--- config.mk ---
export PLATFORM = sky130hd
export DESIGN_NAME = chi_slice_stage
export DESIGN_NICKNAME = d
export VERILOG_FILES = /design/src/rtl/chi_slice_stage.sv
export SDC_FILE = /design/constraint.sdc
export NUM_CORES = 1
export LEC_CHECK = 0
export ABC_AREA = 1
export CAP_MARGIN = 30
export CELL_PAD_IN_SITES_DETAIL_PLACEMENT = 0
export CELL_PAD_IN_SITES_GLOBAL_PLACEMENT = 1
export CORE_MARGIN = 2
export CORE_UTILIZATION = 47
export CTS_BUF_LIST = sky130_fd_sc_hd__clkbuf_16
export DETAILED_ROUTE_END_ITERATION = 12
export DONT_BUFFER_PORTS = 1
export MAX_ROUTING_LAYER = met4
export PLACE_DENSITY_LB_ADDON = 0.1
export REMOVE_ABC_BUFFERS = 1
export SLEW_MARGIN = 10
export SYNTH_ARGS = -nofsm -noshare
export SYNTH_HDL_FRONTEND = slang
export SYNTH_SLANG_ARGS = --single-unit
export TNS_END_PERCENT = 100
--- constraint.sdc ---
create_clock -name clk -period 1.98 [get_ports clk]
set_clock_uncertainty 0.05 [all_clocks]
set_input_delay 0.297 -clock clk [delete_from_list [all_inputs] [get_ports clk]]
set_output_delay 0.297 -clock clk [all_outputs]
set_load 0.1 [all_outputs]
--- src/rtl/chi_slice_stage.sv ---
// ----------------------------------------------------------------------------
// chi_slice_stage
//
// Purpose:
//   Deserialises the bit-serial theta output stream into 25-bit slices and
//   applies the Keccak chi step row-wise to each slice. Each processed slice
//   is presented downstream over a valid/ready handshake. A pass covers
//   SLICES slices. Collecting and holding never overlap: while a slice waits
//   downstream, no new bits are accepted.
//
// Optional build macro:
//   IOTA_EN - adds the 64-bit round-constant port rc and folds the iota step
//             into lane (x=0,y=0), which is out_slice[24], using rc[z].
//
// Ports:
//   clk        rising-edge clock
//   rst        synchronous active-high reset (aborts any pass in progress)
//   start      one-cycle pulse; begins a pass (only honoured in IDLE)
//   in_valid   in_bit is valid
//   in_bit     serial theta bit; the first bit of a slice lands in the MSB
//   in_ready   block accepts in_bit this cycle
//   out_valid  out_slice holds a processed slice
//   out_ready  downstream accepts out_slice
//   out_slice  processed slice (bit 24-p holds row p/5, column p%5)
//   out_index  slice index z of out_slice
//   done       one-cycle pulse after the last slice is accepted downstream
//   rc         (IOTA_EN only) round constant, stable for the whole pass
// ----------------------------------------------------------------------------
module chi_slice_stage #(
  parameter int SLICES = 64,
  localparam int BITS = 25
) (
  input  logic            clk,
  input  logic            rst,
  input  logic            start,
  input  logic            in_valid,
  input  logic            in_bit,
  output logic            in_ready,
  output logic            out_valid,
  input  logic            out_ready,
  output logic [BITS-1:0] out_slice,
  output logic [5:0]      out_index,
`ifdef IOTA_EN
  input  logic [63:0]     rc,
`endif
  output logic            done
);

  typedef enum logic [1:0] {
    IDLE    = 2'd0,
    COLLECT = 2'd1,
    HOLD    = 2'd2,
    DONE    = 2'd3
  } state_t;

  localparam logic [4:0] LAST_BIT   = 5'd24;
  localparam logic [5:0] LAST_SLICE = 6'(SLICES - 1);

  // Chi over one slice. Bit position 24-(5y+x) holds lane (x,y), so each row
  // is five adjacent bits with x=0 at the row's most significant end.
  function automatic logic [BITS-1:0] chi_slice(input logic [BITS-1:0] a);
    logic [BITS-1:0] b;
    b = {BITS{1'b0}};
    for (int y = 0; y < 5; y++) begin
      for (int x = 0; x < 5; x++) begin
        b[24 - (5*y + x)] = a[24 - (5*y + x)] ^
                            (~a[24 - (5*y + (x + 1) % 5)] &
                              a[24 - (5*y + (x + 2) % 5)]);
      end
    end
    return b;
  endfunction

  state_t          state_r;
  logic [4:0]      bit_cnt_r;
  logic [5:0]      slice_cnt_r;
  // Only the first 24 bits need storage; the 25th is taken straight from
  // in_bit on the accepting cycle so the chi result can be registered then.
  logic [23:0]     shift_r;
  logic            in_ready_r;
  logic            out_valid_r;
  logic [BITS-1:0] out_slice_r;
  logic [5:0]      out_index_r;
  logic            done_r;
  logic [BITS-1:0] chi_s;
  logic            accept_s;

  assign accept_s  = in_valid & in_ready_r;
  assign in_ready  = in_ready_r;
  assign out_valid = out_valid_r;
  assign out_slice = out_slice_r;
  assign out_index = out_index_r;
  assign done      = done_r;

  // Chi (and iota when enabled) of the slice completed by the current bit.
  always_comb begin
    chi_s = chi_slice({shift_r, in_bit});
`ifdef IOTA_EN
    chi_s[24] = chi_s[24] ^ rc[slice_cnt_r];
`endif
  end

  // Control FSM with registered handshake outputs and the slice datapath.
  always_ff @(posedge clk) begin
    if (rst) begin
      state_r     <= IDLE;
      bit_cnt_r   <= 5'd0;
      slice_cnt_r <= 6'd0;
      shift_r     <= 24'd0;
      in_ready_r  <= 1'b0;
      out_valid_r <= 1'b0;
      out_slice_r <= {BITS{1'b0}};
      out_index_r <= 6'd0;
      done_r      <= 1'b0;
    end else begin
      case (state_r)
        IDLE: begin
          done_r <= 1'b0;
          if (start) begin
            state_r     <= COLLECT;
            bit_cnt_r   <= 5'd0;
            slice_cnt_r <= 6'd0;
            in_ready_r  <= 1'b1;
          end else begin
            state_r <= IDLE;
          end
        end

        COLLECT: begin
          if (accept_s) begin
            shift_r <= {shift_r[22:0], in_bit};
            if (bit_cnt_r == LAST_BIT) begin
              out_slice_r <= chi_s;
              out_index_r <= slice_cnt_r;
              bit_cnt_r   <= 5'd0;
              in_ready_r  <= 1'b0;
              out_valid_r <= 1'b1;
              state_r     <= HOLD;
            end else begin
              bit_cnt_r <= bit_cnt_r + 5'd1;
            end
          end else begin
            state_r <= COLLECT;
          end
        end

        HOLD: begin
          if (out_ready) begin
            out_valid_r <= 1'b0;
            if (slice_cnt_r == LAST_SLICE) begin
              done_r  <= 1'b1;
              state_r <= DONE;
            end else begin
              slice_cnt_r <= slice_cnt_r + 6'd1;
              in_ready_r  <= 1'b1;
              state_r     <= COLLECT;
            end
          end else begin
            state_r <= HOLD;
          end
        end

        DONE: begin
          done_r      <= 1'b0;
          slice_cnt_r <= 6'd0;
          state_r     <= IDLE;
        end

        default: begin
          state_r     <= IDLE;
          bit_cnt_r   <= 5'd0;
          slice_cnt_r <= 6'd0;
          in_ready_r  <= 1'b0;
          out_valid_r <= 1'b0;
          done_r      <= 1'b0;
        end
      endcase
    end
  end

endmodule

==> results of run 1 <==
[flip-flops by register name, summed over array words and instances, names as in the netlist]
name / cells
bit_cnt_r: 5
done: 1
in_ready: 1
out_index: 6
out_slice: 25
out_valid: 1
shift_r: 24
slice_cnt_r: 6
state_r: 2
[per-layer routing]
metal / vias to the layer above / wire [µm] / track usage
met1: 1199 / 3300 / 0.243
met2: 32 / 3030 / 0.287
met5: - / 0 / -
met4: 0 / 81 / 0.0629
met3: 7 / 232 / 0.0490
li1: 1419 / - / -
[through the flow]
step                      cell area (µm²)   util  setup WS [ns]  total power [W]
after global placement               3660  0.538          0.331          0.00181
after floorplan                      3200      -         -0.649          0.00175
after global routing                 4030  0.593         0.0736          0.00387
after detailed placement             3660  0.538          0.232          0.00181
final                                4030  0.593          0.225          0.00373
after CTS                            4030  0.593          0.222          0.00377
[report_power, final]
group          switching (W)  internal (W)  leakage (nW)  total, W
Clock               0.000589       0.00135         0.178   0.00194
Sequential         0.0000310       0.00146         0.573   0.00149
Combinational       0.000206     0.0000908         0.899  0.000297
[layout make-up]
type | instances | share of cell area
clock buffers | 9 | 0.0559
inverters | 51 | 0.0475
clock inverters | 7 | 0.0339
well taps | 96 | 0.0298
repair buffers | 42 | 0.0851
flip-flops and latches | 71 | 0.353
multi-input cells | 272 | 0.395
[final timing paths]
path,startpoint,end,depth (start not counted)
setup / recovery,state_r[1],bit_cnt_r[4],9
hold / removal,in_bit,out_slice[0],2
setup reg to reg,state_r[1],bit_cnt_r[4],9
hold reg to reg,out_valid,out_valid,2
[Yosys cell counts (all sizes together)]
library cell / number
clkbuf: 9
o21bai: 1
ha: 8
nand3: 11
nand4: 7
nor2: 27
a21oi: 71
inv: 51
xor2: 26
nand3b: 1
nand2: 58
dfxtp: 71
o21ai: 62
buf: 9
[cell families after synthesis]
| family | share of synthesized area |
|---|---|
| flops | 0.429 |
| simple gates | 0.143 |
| buf+inv | 0.0913 |
| xor+xnor | 0.0687 |
| compound gates | 0.238 |
| fa+ha+maj | 0.0302 |
==> metrics.txt, run 1 <==
I/O Buffers 0; Non-Filler Instances around 550; synthesized instance count between 400 and 500; WL final 6.65 mm; Synth Area per Inst between 8 and 9 µm²; core area approximately 0.0068 mm²; RePlAce Congestion 0.795; RSZ-0062 raised after global routing false; Area Growth Syn to Fin 21.5%; CP delay by family, top buffers and inverters; CTS Buf Count 9; routed vias/inst a little under 5; multi-input logic area roughly 0.0016 mm²; crit start category register; leading area contributor after synthesis dfxtp_1; DIE HEIGHT 88.0 µm; worst min path class in2reg; Seq cells post-synth 71; DRT Pass-1 Iters 4; Yosys Warn Count 0; clk_lat worst skew about 0.32 ns; CP Capture Type register; Seq/Total Area, Yosys 0.429; layout cell share with drive strength beyond 1 0.217; Max-Slew Margin vs Limit 0.729; Pwr Density around 930 mW/mm²; CTS H-tree lvls 3; vias post-DR 2,657; Iter 0 DRT Violations 86; starting density of the core 0.488; Final Hold Vio Count 0; Die ar. slightly below 0.008 mm²; P_leak between 1.5 and 2 nW; Max Fclk around 0.57 GHz; Final nets 461; post-route ant nets 0; CTS resizes 0; crit-path most repeated cell inv_1; initial antenna violation count 0; max cap viols 0; total setup buffers inserted after CTS 0; Slew @ Worst Pin between 0.4 and 0.5 ns; Tot GR Track Use 0.189; worst path required time approximately 2.1 ns; n_diodes 0; Slew Viols, Final 0; CTS tree yes; IO Pins 40; Worst VDD drop approximately 0.37 mV; critical path's slowest cell dfxtp_1; Buf+Inv Stages, Crit Path 3; CTS max path bufs 2; number of remaining DRC errors 0; Reg clk slew, reported paths roughly 0.060 ns; setup total negative slack 0 ns; synthesized area about 0.0033 mm²; total grt overflow 0; FF/Latch Area about 0.0014 mm²; die width about 88 µm; r2r setup slk 0.22 ns; dpl hpwl approximately 4.4 mm; # rows 30; CTS Sinks slightly above 70; Synth area leaders dfxtp_1, a21oi_2, xor2_1; CP max FO 8; Worst EP arrival between 1.5 and 2 ns; largest net degree at the start of global routing 50; root buffer selected by CTS clkbuf_16; Inst Count DP 531; WL/cell 12.1 µm; vias in the first global route between 2,000 and 2,500; crit path cell chain inv_1, ha_1, buf_4, nand2_2, nand2_1, inv_1, o21ai_2, o21ai_1, nor2_1; first-pass GRT wire length around 11 mm; crit share post-route 0.887; commonest non-fill, non-tap cell in the layout dfxtp_1; fill count 632; share of the synthesized area in the top cell type 0.429; slowest stage delay, CP ~0.38 ns; Unique masters post-synth 26; Setup Viol. Count Final 0; Crit Path Class reg2reg; most frequent cells in the layout dfxtp_1, nand2_1, inv_1; Fin Hold WS 0.129 ns; min Tclk post-route 1.76 ns; outcome complete, no violations; hold buffer count at cts 1
Note: power is estimated with default switching activity, not from simulation.
==> run 2, diff against run 1 <==
Settings changed: CORE_UTILIZATION 47 to 48.
Clock period 1.98 ns to 2.1 ns, I/O delays scaled along.
==> metrics.txt, run 2 (synthesized netlist as in run 1, its figures left out) <==
setup total negative slack 0 ns; Crit Path Class reg2reg; core area between 0.006 and 0.007 mm²; commonest non-fill, non-tap cell in the layout dfxtp_1; crit path cell chain inv_1, ha_1, nand2_4, buf_4, o21ai_0, a21oi_1; number of remaining DRC errors 0; Die ar. around 0.0076 mm²; DP Worst Slack around 0.34 ns; max cap viols 0; initial antenna violation count 0; total power 0.00316 W; Inst Count DP approximately 510; slowest stage delay, CP 0.38 ns; most frequent cells in the layout dfxtp_1, nand2_1, inv_1; RePlAce Congestion ~0.77; Worst VDD drop 0.415 mV; CTS Sinks 71; Tot GR Track Use 0.191; PnR worst setup slack between 0.3 and 0.4 ns; Setup Viol. Count Final 0; post-route ant nets 0; first-pass GRT wire length 11.1 mm; Pwr Density around 810 mW/mm²; critical path's slowest cell dfxtp_1; Sw Pwr approximately 0.00079 W; largest net degree at the start of global routing 51; Final Hold Vio Count 0; CTS tree yes; Non-Filler Instances 530; Iter 0 DRT Violations 100; P_leak about 1.6 nW; dpl hpwl roughly 4.4 mm; # rows 30; CP delay by family, top buffers and inverters; Max Fclk between 0.5 and 0.6 GHz; Switching Share 0.249; root buffer selected by CTS clkbuf_16; register share of total power 0.445; n_diodes 0; WL/cell approximately 12 µm; die width approximately 87 µm; total grt overflow 0; clk_lat worst skew ~0.33 ns; Worst EP arrival around 2.0 ns; IO Pins 40; CTS max path bufs 2; WL final roughly 6.6 mm; Buf+Inv Stages, Crit Path 2; Internal Power ~0.0024 W; vias in the first global route roughly 2,400; max FFs per register 25; Slew Viols, Final 0; crit share post-route 0.838; logic gate share of total power 0.089; DIE HEIGHT 87.1 µm; CP max FO 49; vias post-DR ~2,700; clock power share 0.466; starting density of the core 0.491; min Tclk post-route ~1.8 ns; routed vias/inst 5.07; Area Growth Syn to Fin 18.4%; outcome complete, no violations; CTS H-tree lvls 3; Final nets around 460; I/O Buffers 0; worst path required time about 2.3 ns; crit start category register; RSZ-0062 raised after global routing false; CTS Buf Count 9; Max-Slew Margin vs Limit 0.687; Slew @ Worst Pin about 0.47 ns; Reg clk slew, reported paths approximately 0.05 ns; DRT Pass-1 Iters 6; CP Capture Type register; worst min path class in2reg; layout cell share with drive strength beyond 1 0.211
[run 2: cell count changes in the layout (fill, tap and decap cells not counted)]
| cell | delta |
|---|---|
| clkinv_2 | +2 |
| dlygate4sd3_1 | +1 |
| bufinv_16 | -3 |
| buf_4 | -3 |
| clkinv_4 | +1 |
[run 2: path summary, 6_finish.rpt]
path | startpoint | end | slack [ns] | cells past startpoint
max reg2reg | state_r[1] | shift_r[8] | 0.34 | 6
max | state_r[1] | shift_r[8] | 0.34 | 6
min reg2reg | out_valid | out_valid | 0.41 | 2
min | in_bit | out_slice[0] | 0.14 | 2
[run 2: metal layers]
| metal | up-vias | global-route usage | share of wire |
|---|---|---|---|
| li1 | 1419 | - | - |
| met1 | 1218 | 0.245 | 0.50 |
| met2 | 37 | 0.287 | 0.44 |
| met3 | 11 | 0.0502 | 0.039 |
| met4 | 0 | 0.0797 | 0.021 |
| met5 | - | - | 0 |
[run 2: through the flow]
stage                util  instance area [µm²]  hold WS (ns)
floorplan               -                 3200         0.334
detailed placement  0.535                 3610         0.338
finish              0.581                 3930         0.145
CTS                 0.579                 3920       0.00466
global placement    0.535                 3610         0.335
global route        0.581                 3930         0.156
[run 2: power groups by stage]
stage | registers (W) | clock network (W) | logic [W]
3_5_place_dp | 0.00144 | 0 | 0.000274
6_report | 0.00141 | 0.00147 | 0.000280
2_1_floorplan | 0.00147 | 0 | 0.000183
3_3_place_gp | 0.00143 | 0 | 0.000272
4_1_cts | 0.00141 | 0.00151 | 0.000279
5_1_grt | 0.00141 | 0.00157 | 0.000314
[run 2: area by class of cell]
cell class / count / area [µm²]
fill: 648 / 2830
multi-input combinational: 272 / 1590
sequential: 71 / 1420
timing repair buffer: 40 / 330
clock buffer: 9 / 225
inverter: 51 / 191
tap: 80 / 100
clock inverter: 7 / 65.1
[run 2: repair_timing]
| item | 4_1_cts | 5_1_grt |
|---|---|---|
| gates resized for setup | 0 | 0 |
| hold endpoints to repair | 5 | 1 |
| setup endpoints to repair | 0 | 0 |
| setup buffers | 0 | 0 |
| hold buffers | 1 | 1 |
